===== src/rtl/counter_arb_ctrl.sv =====
// counter_arb_ctrl: arbitrates two requesters for a shared up/down counter and sequences load, count and done.
// Define COUNTER_ARB_RR_EN for round-robin arbitration; otherwise requester 0 has fixed priority.
module counter_arb_ctrl #(
    parameter int STEP_W = 8
) (
    input  logic              clk,
    input  logic              clr,
    input  logic [1:0]        req,
    input  logic [7:0]        start0,
    input  logic [7:0]        start1,
    input  logic [STEP_W-1:0] steps0,
    input  logic [STEP_W-1:0] steps1,
    input  logic              dir0,
    input  logic              dir1,
    input  logic              hold,
    output logic [1:0]        gnt,
    output logic [1:0]        done,
    output logic              busy,
    output logic              cnt_load,
    output logic [7:0]        cnt_data,
    output logic              cnt_enable,
    output logic              cnt_dir
);
    localparam logic [1:0] IDLE = 2'd0, LOAD = 2'd1, RUN = 2'd2, DONE = 2'd3;
    logic [1:0]        state;
    logic [1:0]        owner;
    logic [7:0]        start_q;
    logic [STEP_W-1:0] rem;
    logic              dir_q;
    logic              pick;
`ifdef COUNTER_ARB_RR_EN
    logic              ptr;
    // ptr high means requester 1 is favoured on a tie
    assign pick = req[1] & (~req[0] | ptr);
`else
    assign pick = ~req[0];
`endif
    always_ff @(posedge clk or posedge clr)
        if (clr) begin
            state   <= IDLE;
            owner   <= 2'b00;
            start_q <= 8'h00;
            rem     <= '0;
            dir_q   <= 1'b0;
`ifdef COUNTER_ARB_RR_EN
            ptr     <= 1'b0;
`endif
        end else begin
            case (state)
                IDLE: if (|req) begin
                    state   <= LOAD;
                    owner   <= pick ? 2'b10 : 2'b01;
                    start_q <= pick ? start1 : start0;
                    rem     <= pick ? steps1 : steps0;
                    dir_q   <= pick ? dir1 : dir0;
                end
                LOAD: state <= (rem == '0) ? DONE : RUN;
                RUN: if (!hold) begin
                    rem <= rem - 1'b1;
                    if (rem == STEP_W'(1)) state <= DONE;
                end
                default: begin
                    state <= IDLE;
                    owner <= 2'b00;
                    dir_q <= 1'b0;
`ifdef COUNTER_ARB_RR_EN
                    ptr   <= owner[0];
`endif
                end
            endcase
        end
    assign gnt        = owner;
    assign done       = (state == DONE) ? owner : 2'b00;
    assign busy       = state != IDLE;
    assign cnt_load   = state == LOAD;
    assign cnt_data   = cnt_load ? start_q : 8'h00;
    assign cnt_enable = (state == RUN) && !hold;
    assign cnt_dir    = busy & dir_q;
endmodule


===== config.mk =====
export PLATFORM = sky130hd
export DESIGN_NAME = counter_arb_ctrl
export DESIGN_NICKNAME = d
export VERILOG_FILES = /design/src/rtl/counter_arb_ctrl.sv
export SDC_FILE = /design/constraint.sdc
export NUM_CORES = 1
export LEC_CHECK = 0
export BUFFER_PORTS_ARGS = -buffer_cell sky130_fd_sc_hd__buf_4
export CAP_MARGIN = 20
export CORE_MARGIN = 4
export CORE_UTILIZATION = 45
export DETAILED_ROUTE_END_ITERATION = 16
export PLACE_DENSITY = 0.81
export SYNTH_ARGS = -nofsm -noshare
export SYNTH_HDL_FRONTEND = slang
export SYNTH_SLANG_ARGS = --single-unit
export TNS_END_PERCENT = 10

===== constraint.sdc =====
create_clock -name clk -period 2.4 [get_ports clk]
set_input_delay 0.48 -clock clk [delete_from_list [all_inputs] [get_ports clk]]
set_output_delay 0.48 -clock clk [all_outputs]
set_load 0.005 [all_outputs]

==> metrics, run 1 <==
status=finished, final reports clean; post-CTS sizing=0; f_max=0.4704 GHz; final worst-path cycle share=0.8857; pwr dens=1073 nW/um2; top_reg_cell synth=dfrtp_1; Critical Path End=busy; Post-synth EDFFs=0; H-tree depth=1; critical path startpoint category=flip-flop; max_cap viols=0; PortBufs=54; vias=1429; reg2reg start=state[0]; RR Endpoint=rem[7]; hold crit path type=input port to async pin; final std cells w/o fill=262; Reg2Reg Setup Slack=0.46 ns; Routed Antenna Nets=0; dpl ws=0.4431 ns; Core Region=3128 um2; vias per cell=5.454; drc violations=0; Final Hold Viols=0; Rows=20; initial antenna violation count=0; cell-internal power=1196 uW; die area=4324 um2; Yosys cell types=46; hold buffer count at CTS=0; number of global-route vias before repair=1379; clock latency on the worst-skew pair=0.32 ns; critical path cell sequence=inv_1, ha_1, inv_1, buf_4; Final GP Congestion=0.7805; Ports=55; Worst Path Max Fanout=12; Peak VDD IR=0.3983 mV; Worst path slowest cell=dfrtp_1; Worst path max stage delay=0.46 ns; buffers plus inverters on the worst setup path=3; Async SR Flop Fraction=1.000; largest net degree at the start of global routing=26; CP Launch Point=state[0]; Slew Viols, Final=0; worst setup margin=0.2743 ns; Max transition margin=0.4497; Setup Total Neg Slack=0 ns; register share of total power=0.315; placed cells=258; DR pass1 iterations=4; Crit. path cell count=4; CTS sink count=21; critical path required time=1.92 ns; GRT Resource Usage Total=0.1856; CTS root buffer=clkbuf_4; switch share=0.4333; combinational share of power=0.599; count of mapped cells out of synthesis=166; min cycle time layout=2.126 ns; Synth warnings=0; GR Overflow Total=0; Crit Path Category=flip-flop to output pin; RSZ-0062 raised after global routing=no; Area contributors post-synth=dfrtp_1 35%, ha_1 5.8%, nand2_1 5.2%; nets=265; switching power=914.4 uW; first-pass GRT wire length=6.299 mm; die height=65.76 um; ant diodes=0; Clock Power Share=0.086; TritonCTS clock tree=done; Crit. End Element=output pin; DPL Wire Length=2.843 mm; cell mode on critical path=inv_1; Chip Width=65.76 um; Yosys reg bits=21; WL final=3.692 mm; syn avg cell area=9.045 um2; P_leak=0.0009473 uW; reg2reg path depth=6; dominant delay contributor by cell family on the critical path=buffers and inverters; Initial Util=0.4800; area delta synth->final=31.00%; Worst-path clk slew=0.13 ns; starting DRC count in detailed routing=67; cts bufs inserted=3; Clock Path Buffers=2; clk_skew=0.008569 ns; register area share after synthesis=0.3500; Worst-Margin Slew=0.8246 ns; post-CTS setup buffer count=0; share of the synthesized area in the top cell type=0.3500; share of cells above drive strength 1=0.3257; dominant cell type by area after synthesis=dfrtp_1; wire length per cell=14.09 um; Final Setup Violations=0; mapped cell area=1501 um2; critical path data arrival time=1.65 ns; Syn Nets=212
worst min path at each step:
| stage | start | endpoint | cells after the start |
|---|---|---|---|
| floorplan | start_q[2] | start_q[2] | 1 |
| global placement | start_q[1] | start_q[1] | 1 |
| detailed placement | start_q[5] | start_q[5] | 1 |
| CTS | clr | start_q[5] | 2 |
| global route | clr | start_q[5] | 2 |
| finish | clr | start_q[5] | 2 |
power by group through the flow:
| stage | registers [uW] | logic [uW] | clock network [uW] |
|---|---|---|---|
| 2_1_floorplan | 634 | 909 | 0 |
| 3_3_place_gp | 658 | 1240 | 0 |
| 3_5_place_dp | 671 | 1270 | 0 |
| 4_1_cts | 663 | 1270 | 188 |
| 5_1_grt | 687 | 1410 | 197 |
| 6_report | 665 | 1260 | 181 |
flip-flops by register name, indices dropped and copies added (netlist names):
name     count
gnt          2
dir_q        1
rem          8
state        2
start_q      8
logic make-up after synthesis:
logic type	after synthesis	synth area share
AO/OA/AOI/OAI	49	0.2492
adder cells (fa/ha/maj)	7	0.05833
buffers and inverters	17	0.04666
flip-flops	21	0.3500
multiplexers	6	0.04167
AND/OR/NAND/NOR	66	0.2542
routing by layer:
layer,global-route usage,share of wire,up-vias
met1,0.2465,0.46,676
met2,0.3041,0.45,51
met5,0,0,-
met3,0.03590,0.083,2
met4,0.05440,0.011,0
li1,-,-,700
synthesized netlist by cell type, drive strengths merged, types with 2 or more instances:
master,count
dfrtp,21
nand2,21
a21oi,13
and2,10
nand3,10
a21o,8
inv,8
ha,7
o21ai,7
nor2,5
nor2b,5
buf,4
clkbuf,4
mux2i,4
a211oi,3
nand2b,3
nor3,3
o22a,3
o22ai,3
or3,3
a22o,2
mux2,2
through the flow:
stage | hold slack, ns | utilization | area (um2) | power (uW)
finish | 0.3071 | 0.6288 | 1967 | 2110
global route | 0.3877 | 0.6288 | 1967 | 2297
CTS | 0.3333 | 0.6288 | 1967 | 2122
global placement | 0.4518 | 0.6204 | 1941 | 1897
floorplan | 0.4410 | - | 1501 | 1543
detailed placement | 0.4579 | 0.6204 | 1941 | 1943
layout by cell type (no fill, tap or decap), drive strengths merged, types with 2 or more instances in the layout:
cell type	instances
nor2	5
o21ai	7
nand2	21
ha	7
clkbuf	4
mux2	2
nand2b	3
buf	56
o22a	3
a21oi	13
dfrtp	21
nand3	10
nor3	3
inv	8
o22ai	3
a211oi	3
nor2b	5
or3	3
and2	10
mux2i	4
a22o	2
a21o	8
area by class of cell:
class | count | area (um2)
Fill cell | 291 | 1161
Multi-Input combinational cell | 128 | 905.9
Sequential cell | 21 | 525.5
Timing Repair Buffer | 56 | 420.4
Tap cell | 44 | 55.05
Inverter | 9 | 33.78
Clock buffer | 4 | 26.28
Note: power is estimated with default switching activity, not from simulation.
==> run 2: changes to the inputs <==
Settings changed: CORE_MARGIN 4 to unset.
==> run 2 against run 1 <==
Against the previous run: sequential share of layout area unchanged; clock power down 2%; cell count unchanged; clock skew down 0.0079 ns; die area down 17%; routed wire length down 4.9%; largest cell class unchanged; largest power group unchanged.
==> metrics, run 2 (synthesis results as in run 1) <==
status=finished, final reports clean; critical path data arrival time=1.66 ns; wire length per cell=13.40 um; Worst path max stage delay=0.45 ns; CTS sink count=21; Slew Viols, Final=0; reg2reg path depth=6; Clock Path Buffers=2; switching power=914.7 uW; Crit Path Category=flip-flop to output pin; Max transition margin=0.4609; PortBufs=54; number of global-route vias before repair=1300; nets=265; post-CTS sizing=0; CTS root buffer=clkbuf_4; placed cells=258; area delta synth->final=31.00%; Peak VDD IR=0.4701 mV; Core Region=3103 um2; critical path required time=1.92 ns; WL final=3.510 mm; critical path startpoint category=flip-flop; Worst Path Max Fanout=12; most frequent cells in the layout=56 x buf_4, 21 x nand2_1, 21 x dfrtp_1; final std cells w/o fill=262; Fill cells=294; placed instance area=1941 um2; share of cells above drive strength 1=0.3257; post-CTS setup buffer count=0; Worst-Margin Slew=0.8078 ns; Final Setup Violations=0; Clock Power Share=0.084; die height=59.76 um; cell-internal power=1196 uW; Reg2Reg Setup Slack=0.45 ns; Worst-path clk slew=0.12 ns; combinational share of power=0.602; drc violations=0; pwr dens=1073 nW/um2; min cycle time layout=2.137 ns; f_max=0.4680 GHz; Final Hold Viols=0; Setup Total Neg Slack=0 ns; vias per cell=5.382; final worst-path cycle share=0.8903; largest net degree at the start of global routing=26; max_cap viols=0; critical path cell sequence=inv_1, ha_1, inv_1, buf_4; clock latency on the worst-skew pair=0.31 ns; register share of total power=0.314; hold crit path type=input port to async pin; Initial Util=0.4839; switch share=0.4334; GR Overflow Total=0; Ports=55; reg2reg start=state[0]; ant diodes=0; die area=3571 um2; P_leak=0.0009473 uW; RR Endpoint=rem[7]; clk_skew=0.0006992 ns; initial antenna violation count=0; Chip Width=59.76 um; DPL Wire Length=2.635 mm; GRT Resource Usage Total=0.2142; vias=1410; Rows=20; Crit. End Element=output pin; Top Registers=rem (8), start_q (8); DR pass1 iterations=5; hold buffer count at CTS=0; most common cell after layout, fill and taps aside=buf_4; Worst path slowest cell=dfrtp_1; first-pass GRT wire length=5.692 mm; cell mode on critical path=inv_1; H-tree depth=1; Routed Antenna Nets=0; starting DRC count in detailed routing=65; RSZ-0062 raised after global routing=no; post-route cell area=1967 um2; cts bufs inserted=3; TritonCTS clock tree=done; Final GP Congestion=0.8066; CP Launch Point=state[0]
## run 2: cell counts in the layout (fill, tap and decap cells not counted)
Identical to the previous run, type by type.
## run 2: per-stage QoR
stage	setup slack (ns)	hold WS (ns)	total power (uW)	utilization
after global routing	0.1399	0.3688	2315	0.6339
after floorplan	0.6125	0.4410	1543	-
after detailed placement	0.4651	0.4576	1945	0.6254
after CTS	0.2510	0.3394	2120	0.6339
final	0.2632	0.3127	2110	0.6339
after global placement	0.5258	0.4507	1895	0.6254
## run 2: layout make-up
cell class,count,area [um2],share of cell area
multi-input cells,128,905.9,0.4606
flip-flops and latches,21,525.5,0.2672
repair buffers,56,420.4,0.2137
well taps,44,55.05,0.02799
inverters,9,33.78,0.01718
clock buffers,4,26.28,0.01336
## run 2: worst max path at each step
| stage | end | slack [ns] | cells past startpoint |
|---|---|---|---|
| 2_1_floorplan | rem[7] | 0.61 | 6 |
| 3_3_place_gp | rem[7] | 0.53 | 6 |
| 3_5_place_dp | rem[7] | 0.47 | 6 |
| 4_1_cts | busy | 0.25 | 4 |
| 5_1_grt | cnt_enable | 0.14 | 5 |
| 6_report | busy | 0.26 | 4 |
## run 2: layer usage
metal	routed length (um)	GRT usage
met1	1547	0.2493
met4	35	0.05980
met5	0	0
met2	1671	0.3984
met3	255	0.03680
## run 2: power groups by stage
stage / Sequential [uW] / Clock [uW] / Combinational [uW]
after floorplan: 634 / 0 / 909
after global placement: 658 / 0 / 1240
after detailed placement: 667 / 0 / 1280
after CTS: 660 / 183 / 1280
after global routing: 686 / 197 / 1430
final: 662 / 177 / 1270
## run 2: critical path, delay by kind of cell, from the launching register on
| kind | cells | cell delay (ns) |
|---|---|---|
| buffers and inverters | 3 | 0.61 |
| DFF | 1 | 0.45 |
| adders and majority gates | 1 | 0.28 |
